**src/rtl/clip_record_play_ctrl.sv**
```systemverilog
// rtl/clip_record_play_ctrl.sv - record/playback sequencer for the two-clip voice recorder
// Runs RECORD/PLAY sessions, generates sample strobes and addresses, and keeps per-clip lengths.
module clip_record_play_ctrl #(
  parameter int SEC_DIV    = 100_000_000,
  parameter int SAMPLE_DIV = 12_500,
  parameter int MAX_SEC    = 9,
  parameter int ADDR_W     = 17
) (
  input  logic              clock,
  input  logic              reset,
  input  logic              rec_btn,
  input  logic              play_btn,
  input  logic              switch0,
  input  logic              switch1,
  output logic              recording,
  output logic              playing,
  output logic              active_clip,
  output logic              sample_stb,
  output logic [ADDR_W:0]   mem_addr,
  output logic [3:0]        count,
  output logic              done
);

  localparam int SEC_W = $clog2(SEC_DIV + 1);
  localparam int SMP_W = $clog2(SAMPLE_DIV + 1);

  localparam logic [1:0] S_IDLE   = 2'd0;
  localparam logic [1:0] S_RECORD = 2'd1;
  localparam logic [1:0] S_PLAY   = 2'd2;

  // [0],[1] form the synchronizer, [2] holds the previous synchronized level
  logic [2:0]        rec_sync;
  logic [2:0]        play_sync;
  logic              rec_evt;
  logic              play_evt;

  logic [1:0]        state;
  logic [1:0]        state_nxt;
  logic [SEC_W-1:0]  sec_div;
  logic [SMP_W-1:0]  smp_div;
  logic [ADDR_W-1:0] smp_idx;
  logic [3:0]        clip_len [2];

  logic              active;
  logic              sec_tick;
  logic              smp_tick;
  logic              start;
  logic              stop;
  logic              empty_play;
  logic              start_clip;
  logic [3:0]        count_nxt;

  assign active    = (state != S_IDLE);
  assign sec_tick  = active && (sec_div == SEC_W'(SEC_DIV - 1));
  assign smp_tick  = active && (smp_div == SMP_W'(SAMPLE_DIV - 1));
  assign count_nxt = (sec_tick && (count != 4'(MAX_SEC))) ? count + 4'd1 : count;

  always_comb begin
    state_nxt  = state;
    start      = 1'b0;
    stop       = 1'b0;
    empty_play = 1'b0;
    start_clip = active_clip;
    case (state)
      S_IDLE: begin
        if (rec_evt) begin
          state_nxt  = S_RECORD;
          start      = 1'b1;
          start_clip = switch0;
        end else if (play_evt) begin
          if (clip_len[switch1] != 4'd0) begin
            state_nxt  = S_PLAY;
            start      = 1'b1;
            start_clip = switch1;
          end else begin
            empty_play = 1'b1;
          end
        end
      end
      S_RECORD: stop = rec_evt || (sec_tick && (count_nxt == 4'(MAX_SEC)));
      S_PLAY:   stop = play_evt || (sec_tick && (count_nxt == clip_len[active_clip]));
      default:  state_nxt = S_IDLE;
    endcase
    if (stop) state_nxt = S_IDLE;
  end

  always_ff @(posedge clock or negedge reset) begin
    if (!reset) begin
      rec_sync    <= '0;
      play_sync   <= '0;
      rec_evt     <= 1'b0;
      play_evt    <= 1'b0;
      state       <= S_IDLE;
      recording   <= 1'b0;
      playing     <= 1'b0;
      active_clip <= 1'b0;
      sample_stb  <= 1'b0;
      mem_addr    <= '0;
      count       <= '0;
      done        <= 1'b0;
      sec_div     <= '0;
      smp_div     <= '0;
      smp_idx     <= '0;
      clip_len[0] <= '0;
      clip_len[1] <= '0;
    end else begin
      rec_sync   <= {rec_sync[1:0], rec_btn};
      play_sync  <= {play_sync[1:0], play_btn};
      rec_evt    <= rec_sync[1] & ~rec_sync[2];
      play_evt   <= play_sync[1] & ~play_sync[2];
      state      <= state_nxt;
      recording  <= (state_nxt == S_RECORD);
      playing    <= (state_nxt == S_PLAY);
      done       <= stop | empty_play;
      sample_stb <= 1'b0;
      if (start) begin
        active_clip <= start_clip;
        count       <= '0;
        sec_div     <= '0;
        smp_div     <= '0;
        smp_idx     <= '0;
      end else if (active) begin
        count   <= count_nxt;
        sec_div <= sec_tick ? '0 : sec_div + 1'b1;
        smp_div <= smp_tick ? '0 : smp_div + 1'b1;
        // no strobe on the exit edge so every strobe falls inside the session
        if (smp_tick) begin
          smp_idx <= smp_idx + 1'b1;
          if (!stop) begin
            sample_stb <= 1'b1;
            mem_addr   <= {active_clip, smp_idx};
          end
        end
        if (stop && (state == S_RECORD)) clip_len[active_clip] <= count_nxt;
      end
    end
  end

endmodule

```
**config.mk**
```make
export PLATFORM = sky130hd
export DESIGN_NAME = clip_record_play_ctrl
export DESIGN_NICKNAME = d
export VERILOG_FILES = /design/src/rtl/clip_record_play_ctrl.sv
export SDC_FILE = /design/constraint.sdc
export NUM_CORES = 1
export LEC_CHECK = 0
export ABC_AREA = 1
export CAP_MARGIN = 10
export CORE_MARGIN = 3
export CORE_UTILIZATION = 35
export CTS_CLUSTER_DIAMETER = 80
export DETAILED_ROUTE_END_ITERATION = 8
export GPL_TIMING_DRIVEN = 0
export PLACE_DENSITY = 0.57
export SYNTH_ARGS = -nofsm -noshare
export SYNTH_HDL_FRONTEND = slang
export SYNTH_SLANG_ARGS = --single-unit
```
**constraint.sdc**
```tcl
create_clock -name clock -period 3.3 [get_ports clock]
set_input_delay 0.825 -clock clock [delete_from_list [all_inputs] [get_ports clock]]
set_output_delay 0.825 -clock clock [all_outputs]
set_load 0.005 [all_outputs]
```
==> results by stage <==
Cells and area:
- Fill cells in the final layout number approximately 1500.
- The post-route non-filler standard cell count is 886.
- The layout overhead on the synthesized area is 16.2%.
- Of the cells placed in the final design, the portion with a size suffix greater than 1 is 0.124.
- Once layout is done, the placed cells without fillers occupy around 6300 um^2.
- The multi-input combinational cell area is between 2000 and 2500 um^2.
- In the final design database the tool counted 712 nets.
- The antenna diode instance count is 0.
- Across the whole layout, storage elements account for 2580 um^2.

Die:
- Row generation in the floorplan step produced 44 rows.
- The number of I/O pins is 33.
- The overall die width is ~130 um.
- The die boundary height is about 130 um.
- The floorplan step defined a die boundary enclosing approximately 17000 um^2.
- For this configuration, the core starts out at a cell density of 0.365.
- The region available for standard cell placement spans 14900 um^2.

Clock network:
- The number of setup buffers added after CTS is 0.
- The CTS sink count is a little over 100.
- The number of CTS-inserted buffers is 9.
- CTS placed an instance of clkbuf_16 at the clock tree root.
- Clock-pin slew was measured on the worst setup and hold paths at 70 ps.
- The total of cells resized after clock tree synthesis is 0.
- The hold-fix buffer count after cts is 0.
- The number of buffers on the longest clock path is 2.
- The clock latency of the later-clocked register in the worst-skew pair is ~350 ps.
- The TritonCTS clock tree is built.
- The H-tree level count is 3.

Timing:
- The final period utilization is 0.896.
- The top achievable clock speed is 338 MHz.
- For the pin with the worst max-slew slack, the measured transition is 652 ps.
- The max-slew violation total from the final report is 0.
- The relative slew slack is 0.564.
- Across the routed clock network, the largest skew measured is 5.81 ps.
- The final critical path time including I/O delays and setup is slightly below 3000 ps.
- Setup violations remaining at the end of the flow were counted as 0.
- Setup repair after global routing left no endpoint under its margin.
- In the final timing run, aggregate negative setup slack is 0 ps.
- The final hold violation count was 0.
- The worst slack on hold paths is 351 ps.

Setup path:
- In this run the worst path has a maximum fanout of 10.
- Data on the critical path is required at its endpoint by 3550 ps.
- The peak per-stage delay on the critical path is 490 ps.
- The worst setup path is of the primary input to flip-flop kind.
- The capturing element type of the critical path is a flip-flop.
- The setup slack of the worst register-to-register path is between 400 and 500 ps.
- The cell that appears most often on the critical path is inv_1.
- The largest individual stage delay along the critical path comes from the cell clkdlybuf4s50_1.
- The endpoint arrival time on the critical path is between 3000 and 4000 ps.
- The nature of the critical path startpoint is a primary input.
- Walking the worst path, the cells encountered are clkdlybuf4s50_1 -> o31ai_1 -> inv_1 -> nand2_1 -> nand3_1 -> nand2_1 -> inv_1 -> a31oi_1 -> inv_1.

Yosys:
- Among all flip-flop cells after synthesis, the most frequent one is dfrtp_1.
- The synthesized-area fraction occupied by ao, oa, aoi and oai cells is 0.134.
- After synthesis, the mean cell area works out to 8.31 um^2.
- After synthesis, the share of cell area in mux cells is 0.
- Among all cell types in the netlist, the one instantiated most often is nand2_1.
- Counting instances in the post-synthesis netlist gives the leading cell types as nand2_1 (116), dfrtp_1 (103), inv_1 (88).
- The share of the synthesized netlist area taken by xor and xnor gates is 0.0113.
- The adder-cell share of the synthesized area is 0.0208.
- The main combinational cell family by area after synthesis is simple AND/OR/NAND/NOR gates.
- The synthesized design contains 103 register bits.
- The area of the mapped netlist is between 5000 and 6000 um^2.
- The fraction of synthesized cell area taken by the top area cell type is 0.475.
- The number of enable flip-flop cells after synthesis is 0.
- In this run, distinct cell masters in the synthesized netlist total between 40 and 50.
- For this run, the number of Yosys warnings is 0.
- The simple logic cell fraction of the synthesized area is 0.270.
- Synthesis produced a netlist with a net count of around 670.
- Synthesis produced between 600 and 700 cells.
- Summed over all instances, the cell type with the most area after synthesis is dfrtp_1.
- The sequential cell area fraction in the yosys report is 0.475.
- The async set-reset flop share out of synthesis is 1.00.
- By area the synthesized netlist is led by dfrtp_1 (47%), nand2_1 (8.0%), inv_1 (6.1%), nor2_1 (3.9%), o21ai_0 (3.8%).

Route:
- Dividing the detail-routed via count by the number of cells gives a little over 5.
- The count of TritonRoute iterations in the first routing pass is 5.
- The count of unresolved DRC violations after routing is 0.
- The routed wire length is 12300 um.
- The number of vias in the routed layout is between 4000 and 5000.
- In the final routed layout, each cell accounts on average for 13.9 um.
- The detail route stage leaves a number of antenna-violating nets equal to 0.
- The number of DRC violations after detailed-routing iteration 0 is roughly 320.

Placement:
- The HPWL after detailed placement is between 9000 and 10000 um.
- In this run, placement finished with an instance count of just under 900.
- The placed instance area is 6000 um^2.
- The final weighted congestion in routability-driven placement is about 0.84.
- During placement, the flow inserted port buffers numbering 32.

Global route:
- Entering global routing, the biggest net connects 72 pins.
- Summed over all layers, the global routing overflow is 0.
- The first global-routing pass estimated between 20000 and 25000 um of wire.
- The number of antenna violations at the first check in global routing is 0.
- The number of global-route vias before repair is approximately 4500.
- In the global route stage, overall resource usage came out at 0.157.

Min path:
- The min-delay analysis places its worst path in the category flip-flop to flip-flop.

Run status:
- The run finished with clean final reports.

Job:
- The max-cap violation count is 0.

Pwr:
- The reported leakage power is ~2.9 nW.
- In this run the power density over the cells is about 540 nW/um^2.
- Across the VDD grid, the largest voltage drop is ~0.3 mV.
-- layer usage --
metal | GRT usage | vias up | routed length [um]
met3 | 0.0236 | 15 | 385
met1 | 0.224 | 2132 | 6130
met5 | 0 | - | 0
li1 | - | 2247 | -
met4 | 0.0647 | 0 | 249
met2 | 0.239 | 70 | 5550
-- power breakdown --
group | total, mW | switching (mW) | internal (mW)
logic | 0.874 | 0.595 | 0.278
registers | 1.45 | 0.0857 | 1.36
clock network | 1.09 | 0.493 | 0.602
total | 3.42 | 1.17 | 2.24
-- path summary, 6_finish.rpt --
kind / from / to / cells after the start
max in group asynchronous: reset / smp_div[4]$_DFFE_PN0P_ / 2
worst max-delay path: switch1 / smp_idx[1]$_DFFE_PN0P_ / 9
min in group asynchronous: reset / sec_div[4]$_DFFE_PN0P_ / 1
worst min register to register: play_sync[0]$_DFF_PN0_ / play_sync[1]$_DFF_PN0_ / 0
worst min-delay path: play_sync[0]$_DFF_PN0_ / play_sync[1]$_DFF_PN0_ / 0
worst max register to register: state[1]$_DFF_PN0_ / sec_div[20]$_DFFE_PN0P_ / 15
-- cell type report --
cell class                 instances  area share
buffer                            12      0.0157
clock buffer                      10      0.0363
clock inverter                     6      0.0121
inverter                         102      0.0609
multi-input combinational        436       0.375
sequential                       103       0.409
tap                              184      0.0365
timing repair buffer              33      0.0548
-- registers in the layout, summed over array words and instances, names as in the netlist, 2 cells and up --
name / cells
smp_idx: 17
clip_len: 8
mem_addr: 18
smp_div: 14
count: 4
rec_sync: 3
play_sync: 3
sec_div: 27
state: 2
-- cells by family after synthesis --
logic type / count (synthesis)
simple gates: 301
compound gates: 119
fa+ha+maj: 9
buf+inv: 114
flops: 103
xor+xnor: 7
-- through the flow --
step / util / worst slack, ps / power [mW]
final: 0.424 / 343 / 3.42
after global routing: 0.424 / 71.8 / 3.65
after CTS: 0.424 / 295 / 3.46
after detailed placement: 0.404 / 8.69 / 2.35
after global placement: 0.402 / -2650 / 2.32
after floorplan: - / 917 / 2.04
-- critical path, delay by kind of cell --
family,cells,cell delay [ps]
and+or+nand+nor,3,820
buffers and inverters,4,880
AOI/OAI and AO/OA,2,660
-- cell usage in the layout (no fill, tap or decap), types with 4 or more instances in the layout --
cell,count
nand2_1,116
dfrtp_1,103
inv_1,88
nor2_1,57
o21ai_0,41
a21oi_1,33
nand4_1,32
clkdlybuf4s50_1,31
nor3_1,27
nand3_1,24
nand2_2,23
o21ai_2,17
o22ai_1,14
inv_2,9
ha_1,9
clkbuf_16,9
clkbuf_1,8
nor4_1,7
xor2_1,6
clkinv_1,4
No activity file was read; power rests on OpenSTA's default activity.
